--- src/rtl/countdown_counter_pkg.sv ---
// Shared types and constants for the counter/timer subsystem.
package counter_pkg;

  localparam int DEFAULT_WIDTH = 8;

  typedef enum logic {
    IDLE = 1'b0,
    RUN  = 1'b1
  } state_e;

endpackage

--- src/rtl/countdown_counter_if.sv ---
// Control inputs and status outputs of the down-counter, bundled as one port.
interface countdown_counter_if #(
  parameter int WIDTH = 8
);

  logic             en;
  logic             start;
  logic             load;
  logic [WIDTH-1:0] load_val;
  logic             auto_reload;
  logic [WIDTH-1:0] count;
  logic             busy;
  logic             zero;
  logic             tc;

  // Level-sampled strobes: there is no valid/ready handshake. The counter
  // samples en/start/load/load_val/auto_reload on every rising clk edge and
  // the driver is never back-pressured; outputs are valid every cycle.
  modport master (
    output en, start, load, load_val, auto_reload,
    input  count, busy, zero, tc
  );

  modport slave (
    input  en, start, load, load_val, auto_reload,
    output count, busy, zero, tc
  );

endinterface

--- src/rtl/countdown_counter_dff_en.sv ---
// WIDTH-bit register with write enable and async active-low reset.
module dff_en #(
  parameter int               WIDTH     = 8,
  parameter logic [WIDTH-1:0] RESET_VAL = '0
) (
  input  logic             clk,
  input  logic             rst,
  input  logic             en_i,
  input  logic [WIDTH-1:0] d_i,
  output logic [WIDTH-1:0] q_o
);

  always_ff @(posedge clk or negedge rst) begin
    if (!rst) begin
      q_o <= RESET_VAL;
    end else if (en_i) begin
      q_o <= d_i;
    end
  end

endmodule

--- src/rtl/countdown_counter.sv ---
// Loadable down-counter/timer with one-shot and auto-reload modes and a
// one-cycle terminal-count pulse.
module countdown_counter
  import counter_pkg::*;
#(
  parameter int               WIDTH          = DEFAULT_WIDTH,
  parameter logic [WIDTH-1:0] RELOAD_DEFAULT = WIDTH'(8'hFF)
) (
  input  logic                 clk,
  input  logic                 rst,
  countdown_counter_if.slave   bus,
  output state_e               state_o
);

  state_e           state_q, state_d;
  logic [WIDTH-1:0] count_q, count_d;
  logic [WIDTH-1:0] reload_q;
  logic             count_we, reload_we;
  logic             tc_q, tc_d;
  logic             terminal;

  // Terminal event: last enabled decrement while running.
  assign terminal = (state_q == RUN) && bus.en && (count_q == WIDTH'(1));

  // State register
  always_ff @(posedge clk or negedge rst) begin
    if (!rst) begin
      state_q <= IDLE;
      tc_q    <= 1'b0;
    end else begin
      state_q <= state_d;
      tc_q    <= tc_d;
    end
  end

  // Next-state logic
  always_comb begin
    state_d = state_q;
    if (bus.load) begin
      state_d = (bus.load_val != '0) ? RUN : IDLE;
    end else begin
      case (state_q)
        IDLE: if (bus.start) state_d = (reload_q != '0) ? RUN : IDLE;
        RUN:  if (terminal && !bus.auto_reload) state_d = IDLE;
        default: state_d = IDLE;
      endcase
    end
  end

  // Datapath: next count, reload capture and tc
  always_comb begin
    count_d   = count_q;
    count_we  = 1'b0;
    reload_we = 1'b0;
    tc_d      = 1'b0;
    if (bus.load) begin
      count_d   = bus.load_val;
      count_we  = 1'b1;
      reload_we = 1'b1;
    end else if (state_q == IDLE) begin
      if (bus.start) begin
        count_d  = reload_q;
        count_we = 1'b1;
      end
    end else if (bus.en) begin
      count_we = 1'b1;
      if (terminal) begin
        tc_d    = 1'b1;
        count_d = bus.auto_reload ? reload_q : '0;
      end else begin
        count_d = count_q - WIDTH'(1);
      end
    end
  end

  dff_en #(.WIDTH(WIDTH), .RESET_VAL('0)) u_count (
    .clk  (clk),
    .rst  (rst),
    .en_i (count_we),
    .d_i  (count_d),
    .q_o  (count_q)
  );

  dff_en #(.WIDTH(WIDTH), .RESET_VAL(RELOAD_DEFAULT)) u_reload (
    .clk  (clk),
    .rst  (rst),
    .en_i (reload_we),
    .d_i  (bus.load_val),
    .q_o  (reload_q)
  );

  // Outputs
  always_comb begin
    bus.count = count_q;
    bus.busy  = (state_q == RUN);
    bus.zero  = (count_q == '0);
    bus.tc    = tc_q;
    state_o   = state_q;
  end

endmodule

--- src/flat_wrapper.sv ---
// flat-port wrapper written by rule: the top's interface ports become plain ports
module countdown_counter_flat import counter_pkg::*;
#(
  parameter int               WIDTH          = DEFAULT_WIDTH,
  parameter logic [WIDTH-1:0] RELOAD_DEFAULT = WIDTH'(8'hFF)
)
  (clk, rst, state_o, bus_en, bus_start, bus_load, bus_load_val, bus_auto_reload, bus_count, bus_busy, bus_zero, bus_tc);
  countdown_counter_if #(.WIDTH(WIDTH)) bus_i ();
  input  logic clk;
  input  logic rst;
  output state_e state_o;
  input wire logic [$bits(bus_i.en)-1:0] bus_en;
  input wire logic [$bits(bus_i.start)-1:0] bus_start;
  input wire logic [$bits(bus_i.load)-1:0] bus_load;
  input wire logic [$bits(bus_i.load_val)-1:0] bus_load_val;
  input wire logic [$bits(bus_i.auto_reload)-1:0] bus_auto_reload;
  output wire logic [$bits(bus_i.count)-1:0] bus_count;
  output wire logic [$bits(bus_i.busy)-1:0] bus_busy;
  output wire logic [$bits(bus_i.zero)-1:0] bus_zero;
  output wire logic [$bits(bus_i.tc)-1:0] bus_tc;
  assign bus_i.en = bus_en;
  assign bus_i.start = bus_start;
  assign bus_i.load = bus_load;
  assign bus_i.load_val = bus_load_val;
  assign bus_i.auto_reload = bus_auto_reload;
  assign bus_count = bus_i.count;
  assign bus_busy = bus_i.busy;
  assign bus_zero = bus_i.zero;
  assign bus_tc = bus_i.tc;
  countdown_counter #(.WIDTH(WIDTH), .RELOAD_DEFAULT(RELOAD_DEFAULT)) u_core (.clk(clk), .rst(rst), .bus(bus_i), .state_o(state_o));
endmodule
--- config.mk ---
export PLATFORM = sky130hd
export DESIGN_NAME = countdown_counter_flat
export DESIGN_NICKNAME = d
export VERILOG_FILES = /design/src/rtl/countdown_counter_pkg.sv /design/src/rtl/countdown_counter_if.sv /design/src/rtl/countdown_counter_dff_en.sv /design/src/rtl/countdown_counter.sv /design/src/flat_wrapper.sv
export SDC_FILE = /design/constraint.sdc
export NUM_CORES = 1
export LEC_CHECK = 0
export CAP_MARGIN = 20
export CORE_MARGIN = 3
export CORE_UTILIZATION = 28
export CTS_BUF_LIST = sky130_fd_sc_hd__clkbuf_8
export DETAILED_ROUTE_END_ITERATION = 7
export GPL_ROUTABILITY_DRIVEN = 0
export SLEW_MARGIN = 20
export SYNTH_ARGS = -nofsm -noshare
export SYNTH_HDL_FRONTEND = slang
export SYNTH_SLANG_ARGS = --single-unit
--- constraint.sdc ---
create_clock -name clk -period 1.9 [get_ports clk]
set_input_delay 0.19 -clock clk [delete_from_list [all_inputs] [get_ports clk]]
set_output_delay 0.19 -clock clk [all_outputs]
set_load 0.03 [all_outputs]
-- After elaboration in Yosys (flattened, before gate mapping)
Cells that the tools add are included.
- reduce and logical (&&, ||, !) cells: 9
- equality and inequality tests: 2
- mux-type cells: 21
- add/sub/neg operators: 1
- bitwise operators: 1
- operators with widths (cell ; number):
    two-way mux 8 bit ; 6
    nonzero test 8 bit ; 2
    two-way mux 1 bit ; 14
    equality test 8 x 1 -> 1 bit (second input constant) ; 1
    logical NOT 8 bit ; 1
    subtractor 8 x 1 -> 8 bit (second input constant) ; 1
    logical AND 1 bit ; 3
    inequality test 3 bit (second input constant) ; 1
    AND reduction 3 bit ; 1
    nonzero test 3 bit ; 1
    one-hot mux 1 bit (2 select lines) ; 1
    logical NOT 1 bit ; 1
    inverter 1 bit ; 1
- logic and storage cells: 38
- flip-flop bits (word level): 18
- output and inout bits: 12

-- Longest topological paths before layout
Gate-level depths: netlist (run 1).
- depth in word-level cells: 6
- gate-level depth with buffers: 6
- mapped depth without buffers: 6

-- Cells and area by module
Synthesis (run 1) repeated with hierarchy kept, for this count alone.
- cells, all modules: 154
- area, all modules: 1517.7 sq um
- modules (own cells, without submodules) (module ; cells an instance ; area an instance (sq um) ; times used):
    countdown_counter ; 120 ; 844.6 ; 1
    dff_en at u_core.u_reload ; 17 ; 341.6 ; 1
    dff_en at u_core.u_count ; 17 ; 331.6 ; 1

-- Worst setup path before layout (run 1)
No wires, ideal clock.
- kind: register -> output
- start point: reg u_core.u_count.q_o[2]
- end point: out bus_zero
- buffers on the path: 0
- path slack: -514 ps
- arrival: 2224 ps
- cell stages (with the launch flop): 3
- path through: dfrtp_1 or4_4 nor4b_1
- word-level cells in the longest chain between the ends: 1
- RTL lines (what ; RTL line ; source):
    from (decl) ; countdown_counter_dff_en.sv:10 ; output logic [WIDTH-1:0] q_o
    from (signal assigned) ; countdown_counter_dff_en.sv:17 ; q_o <= d_i;
    logical NOT 8 bit ; countdown_counter.sv:96 ; bus.zero = (count_q == '0);
    to (decl) ; flat_wrapper.sv:19 ; output wire logic [$bits(bus_i.zero)-1:0] bus_zero;
Every way passes these cells.

-- Worst setup path after layout (run 1)
- start point: reg u_core.u_count.q_o[3]
- end point: out bus_zero
Same word-level chain as after synthesis.

==> results.md, run 1 <==
- Crit Path Max Fanout: 3
- Comb pwr share: a little over two fifths
- Die H: between 70 and 80 µm
- Cell family with most CP delay: simple AND/OR/NAND/NOR gates
- DP Cell Count: 219
- Top FF cell, synth: dfrtp_1
- Global-route wire length before repair: 6040 µm
- WL/cell: approximately 16 µm
- I/O Pins: 26
- Longest Clk Path Bufs: 2
- Vias in the first global route: ~1200
- Slowest stage delay, CP: between 0.5 and 0.6 ns
- Vias: approximately 1200
- Area share of fa/ha/maj cells after synthesis: around 3.2%
- Clk sink count: 18
- Detailed router's first-iteration violation count: 103
- Kind of critical path: flip-flop to output pin
- Total power: 1410 µW
- Final Slew Violations: 0
- Area of the mapped netlist: approximately 0.0012 mm²
- CTS buffer count: 3
- Synth area leader: dfrtp_1
- Number of nets in the layout: 194
- Worst Setup End Kind: output pin
- Initial Util: 30.4%
- Post-CTS Hold Fix Bufs: 0
- Routed WL: approximately 3700 µm
- Initial antenna violation count: 0
- EDFF count, synth: 0
- Mapped Cells: ~130
- Slew of the pin with the lowest slew margin: ~0.6 ns
- Critical-path cell list: or4_4 -> buf_6 -> nor4b_2 -> buf_4
- Arrival time at the worst endpoint: about 1.8 ns
- Cell Pwr Density: 820 mW/mm²
- Share of layout cells above drive strength 1: between 20% and 30%
- Largest net degree at the start of global routing: 16
- Number of synthesized register bits: 18
- Final Cycle Share: 103%
- Hold WC Path Type: input port to async pin
- Sw Pwr: just under 500 µW
- Max Cap Viol: 0
- Clock Latency Late Sink: ~0.26 ns
- Sum Neg Setup Slack: -0.0636 ns
- Max Clock Skew: about 0.0066 ns
- Worst Path Buf+Inv: 2
- Outcome: finished with violations
- Failing checks: setup timing
- Syn_nets: 148
- Async SR Flop Fraction: 100%
- Switch share: roughly a third
- Slowest-stage cell, CP: or4_4
- Die area: around 0.005 mm²
- GR Overflow Total: 0
- Layout Cells excl Fill: around 220
- TritonRoute pass-1 iters: 4
- Via-to-Cell Ratio: about 5.5
- Clock share of power: between 20% and 30%
- Clk slew on worst S/H paths: about 0.070 ns
- Seq pwr share: between 30% and 40%
- Area delta synth->final: 46.7%
- Post-route minimum period: about 2.0 ns
- Syn Area/Cell: around 8.9 µm²
- Synthesis Warnings: 0
- Largest cells by area after synthesis: dfrtp_1 (21%), dfstp_2 (18%), o21ai_0 (3.9%)
- CTS H-tree depth: 1
- Maximum clock rate: 510 MHz
- Post-synth cell types: between 40 and 50
- Post-route ant nets: 0
- Lkg Pwr: approximately 0.0007 µW
- Post-synthesis mux area share: under 10%
- Root buf cell: clkbuf_8
- Pint: between 900 and 1000 µW
- Ant diodes: 0
- WP data required: between 1.5 and 2 ns
- DRC viols: 0
- Sequential-to-total area share from yosys stat: about two fifths
- Worst vdd ir: between 300 and 400 µV
- Setup crit start kind: flip-flop
- Compound-gate portion of the synthesized area: 20.5%
- Cell Rows: 22
- Detailed Place HPWL: 2930 µm
- Gr usage total: between 10% and 20%
- I/O Buffers: 25
- Combinational family with the most area after synthesis: simple AND/OR/NAND/NOR gates
- Final setup margin: -0.0603 ns
- Die width: 70.6 µm
- Core area: just under 0.004 mm²
- Final number of setup-violating endpoints: 2
- Unrepaired setup endpoints after global routing: true
- Post-synthesis xor/xnor area fraction: ~1.5%
- TritonCTS clock tree: done
- Yosys top cell area share: around a fifth
- Simple logic cell fraction of the synthesized area: between 20% and 30%
- Relative slew slack: between 50% and 60%
- Fillers: around 400
- Hold Fails Final Rpt: 0
## worst register-to-register path: stages (launching register included)
cell and delay, ns:
dfrtp_2 0.40, or4_4 0.55, or4_4 0.57, a211oi_2 0.20, a31oi_1 0.06
## area by class of cell
type,count,area [µm²],share of cell area [%]
inverter,8,30.0,1.75
sequential,18,465,27.1
tap,48,60.1,3.50
timing repair buffer,46,409,23.8
clock buffer,4,55.1,3.21
multi-input combinational,100,697,40.6
## synth_stat cells, types with 2 or more instances
library cell / n
a211o_1: 2
a211oi_1: 2
a21boi_0: 3
a21oi_1: 8
a221oi_1: 2
a31oi_1: 4
and2_1: 2
and3b_1: 2
clkbuf_1: 2
dfrtp_1: 10
dfstp_2: 8
ha_1: 3
inv_1: 8
mux2_2: 3
nand2_1: 12
nand2b_1: 4
nand3_1: 3
nand4_1: 2
nor2_1: 2
nor2b_1: 4
nor3_1: 8
nor4_1: 6
nor4b_1: 2
o211ai_1: 2
o21ai_0: 9
or3b_2: 2
or4_4: 2
## state kept, by name, indices dropped and copies added (netlist names)
name	count
u_core.bus.tc	1
u_core.bus.busy	1
u_core.u_reload.q_o	8
u_core.u_count.q_o	8
## kinds of logic after synthesis
logic type / Yosys count
XOR/XNOR: 2
AND/OR/NAND/NOR: 55
AO/OA/AOI/OAI: 37
buffers and inverters: 13
flip-flops: 18
adder cells (fa/ha/maj): 3
multiplexers: 3
## power by group through the flow
stage	Sequential [µW]	Clock, µW	Combinational, µW
after floorplan	592	0	194
after global placement	504	0	554
after detailed placement	504	0	557
after CTS	495	329	579
after global routing	506	351	637
final	499	316	594
## timing repair
action | in CTS | in global routing
setup buffers | 1 | 0
endpoints found under the setup margin | 4 | 6
gates resized for setup | 3 | 3
gates cloned | 0 | 0
## routing by layer
metal	GRT usage, %	share of wire (%)	up-vias
met4	7.10	1.3	0
li1	-	-	582
met5	0	0	-
met2	22.9	46	43
met3	2.56	6.8	5
met1	21.3	46	598
## cells in the final DEF (no fill, tap or decap), types with 2 or more instances in the layout
master           netlist  routed
a211o_1                2       2
a21boi_0               3       3
a21oi_1                8       8
a221oi_1               2       2
a31oi_1                4       4
and2_1                 2       2
and3b_1                2       2
buf_4                  1      21
clkbuf_8               0       4
clkdlybuf4s50_1        0      24
dfrtp_1               10       6
dfrtp_2                0       4
dfstp_2                8       8
ha_1                   3       2
inv_1                  8       7
mux2_2                 3       3
nand2_1               12      12
nand2b_1               4       4
nand3_1                3       3
nand4_1                2       2
nor2_1                 2       2
nor2b_1                4       4
nor3_1                 8       8
nor4_1                 6       6
o211ai_1               2       2
o21ai_0                9       8
or4_4                  2       2
## stage by stage
step | hold slack, ns | cell area (µm²) | setup WS, ns | utilization (%)
6_report | 0.310 | 1720 | -0.0603 | 44.5
5_1_grt | 0.338 | 1720 | -0.115 | 44.5
4_1_cts | 0.332 | 1700 | -0.0729 | 44.1
3_5_place_dp | 0.504 | 1620 | -0.0766 | 42.1
2_1_floorplan | -0.106 | 1190 | -0.0720 | -
3_3_place_gp | 0.487 | 1620 | -0.0850 | 42.1
## path summary, 6_finish.rpt
check	from	end	slack, ns	cells after the start
max	u_core.u_count.q_o[3]$_DFFE_PN0P_	bus_zero	-0.06	4
min	rst	u_core.u_count.q_o[6]$_DFFE_PN0P_	0.31	1
max reg2reg	u_core.u_count.q_o[3]$_DFFE_PN0P_	u_core.bus.busy$_DFF_PN0_	0	4
min reg2reg	u_core.u_reload.q_o[3]$_DFFE_PN1P_	u_core.u_reload.q_o[3]$_DFFE_PN1P_	0.51	2
max in group asynchronous	rst	u_core.u_reload.q_o[0]$_DFFE_PN1P_	1.00	2
min in group clk	u_core.u_reload.q_o[3]$_DFFE_PN1P_	u_core.u_reload.q_o[3]$_DFFE_PN1P_	0.51	2
No activity file was read; power rests on OpenSTA's default activity.
==> run 2, diff against run 1 <==
Settings changed: CAP_MARGIN 20 to default.
==> results of run 2 <==
No change in the layout: final DEF, timing and power equal those of run 1.
==> edit: new RTL, settings of run 1 <==
`DEFAULT_WIDTH`: 8 -> 6.
--- a/src/rtl/countdown_counter_pkg.sv
+++ b/src/rtl/countdown_counter_pkg.sv
@@ -2,5 +2,5 @@
 package counter_pkg;
 
-  localparam int DEFAULT_WIDTH = 8;
+  localparam int DEFAULT_WIDTH = 6;
 
   typedef enum logic {
Interface: changed (resized bus_count and bus_load_val); port bits go from 26 to 22. The function was not compared with the original's and may differ.
==> edit against run 1 <==
Worst setup slack improved by 0.10 ns. Total power decreased by 31%. First-iteration DRC count decreased by 62%. Wire length decreased by 35%. Critical path depth unchanged. Synthesized cell count decreased by 31%. Area after synthesis decreased by 26%. Via count decreased by 35%. Global-route usage decreased by 1.3 points. Count of clock-buffer cells in the layout unchanged. Sequential cell count decreased by 4. Final area decreased by 31%. Register-to-register slack improved by 0.04 ns. Critical path type is now flop to flop. Highest routed layer unchanged.
==> edit: results <==
metrics = {
    "outcome": {
        "status": "complete, no violations",
    },
    "sta": {
        "timing.hold.ws_ns": 0.358,
        "worst_pin_slew_ns": 0.681,
        "fin_skew_ns": 0.00387,
        "fin_crit_ns": 1.86,
    },
    "synthesis": {
        "postSynthAreaPerCell_sq_um": 9.63,
        "ys_types": 34,
        "synthTopCellsByCount": "dfrtp_1, inv_1, o21ai_0",
        "yosysWarnings": 0,
        "syn-num-nets": 105,
        "synth_area_leaders": "dfrtp_1, dfstp_2, mux2_2",
        "seq_area_frac_synth_pct": 41.3,
        "synth.most_common_cell": "dfrtp_1",
    },
    "global_route": {
        "grt_pass1_vias": 760,
        "grt_start_max_net_pins": 15,
        "grt_use_total_pct": 13.9,
        "antenna_found_initial": 0,
        "grt_first_pass_wirelength_microns": 3840,
    },
    "worst_setup_path": {
        "crit_path_max_incr_delay_ns": 0.58,
        "reg2reg_slack_ns": 0.04,
        "crit_path_max_fanout": 7,
        "cp_slowest_cell": "or4_4",
        "crit_family": "compound AO/OA/AOI/OAI gates",
        "cp.arrival_ns": 2.02,
    },
    "clocking": {
        "cts_buffer_depth": 2,
        "htreeDepth": 1,
        "postCtsSetupRepairBufs": 0,
        "numCtsBuffers": 3,
        "clk_latency_ns": 0.24,
        "cts_resized": 1,
    },
    "detailed_routing": {
        "wl_per_cell_microns": 16.3,
        "drt_iter0_drc": 39,
        "route.met3.wl_microns": 166,
        "routed.top_layer": "met4",
        "wl_met2_microns": 1070,
        "met1_length_microns": 1090,
        "wl_microns": 2390,
        "viasPerCell": 5.43,
    },
    "layout": {
        "antenna_cells": 0,
        "reg.largest.list": "u_core.u_count.q_o: 6 flops, u_core.u_reload.q_o: 6 flops",
        "nFillCells": 292,
        "drive_above_1_share_pct": 19.0,
        "nets": 132,
    },
    "placed_design": {
        "place_inst": 143,
        "place.port_buffers": 21,
        "pre_cts_slack_ns": 0.0681,
        "dpl.hpwl_microns": 1770,
        "dpl_cell_area_sq_mm": 0.00113,
    },
    "power": {
        "cellLeakagePower_nw": 0.511,
        "peakVddDrop_mv": 0.260,
        "powerDensity_mw_per_mm2": 821,
    },
    "worst_hold_path": {
        "hold_class": "input port to async pin",
    },
}
[edit: cell count changes after synthesis, moves of 3 or more]
cell / change
nand2b_1: -4
o31ai_1: +3
a21oi_1: -5
nor3_1: -6
a31oi_1: -3
nor2b_1: -3
nand3_1: -3
mux2i_1: +4
nor4_1: -5
nand2_1: -6
nor2_1: +4
[edit: worst paths after layout]
path                                   startpoint                endpoint  cells after the start
max                         u_core.u_count.q_o[4]   u_core.u_count.q_o[5]                      4
min                                           rst   u_core.u_count.q_o[4]                      1
max reg2reg                 u_core.u_count.q_o[4]   u_core.u_count.q_o[5]                      4
min reg2reg                u_core.u_reload.q_o[1]  u_core.u_reload.q_o[1]                      2
max in group asynchronous                     rst   u_core.u_count.q_o[0]                      1
min in group clk           u_core.u_reload.q_o[1]  u_core.u_reload.q_o[1]                      2
[edit: cell families (layout without fill, tap and decap cells)]
kind of cell	count (synthesis)	in the layout	share of synthesized area [%]
buf+inv	12	38	6.49
compound gates	27	27	21.1
flops	14	14	41.3
fa+ha+maj	3	3	4.33
xor+xnor	3	3	3.03
simple gates	23	23	14.0
mux	8	8	9.81
[edit: layout make-up]
type | count | area share [%]
inverter | 7 | 2.21
sequential | 14 | 30.1
timing repair buffer | 27 | 21.4
multi-input combinational | 64 | 38.4
tap | 31 | 3.26
clock buffer | 4 | 4.63
[edit: metal layers]
layer	vias up	GRT usage, %
met5	-	0
met4	0	7.27
met3	6	2.31
met2	33	21.4
met1	376	18.6
li1	383	-
[edit: power breakdown]
| part | switching (mW) | total (mW) | internal, mW |
|---|---|---|---|
| sequential | 0.0363 | 0.376 | 0.340 |
| clock | 0.106 | 0.289 | 0.183 |
| combinational | 0.167 | 0.310 | 0.143 |
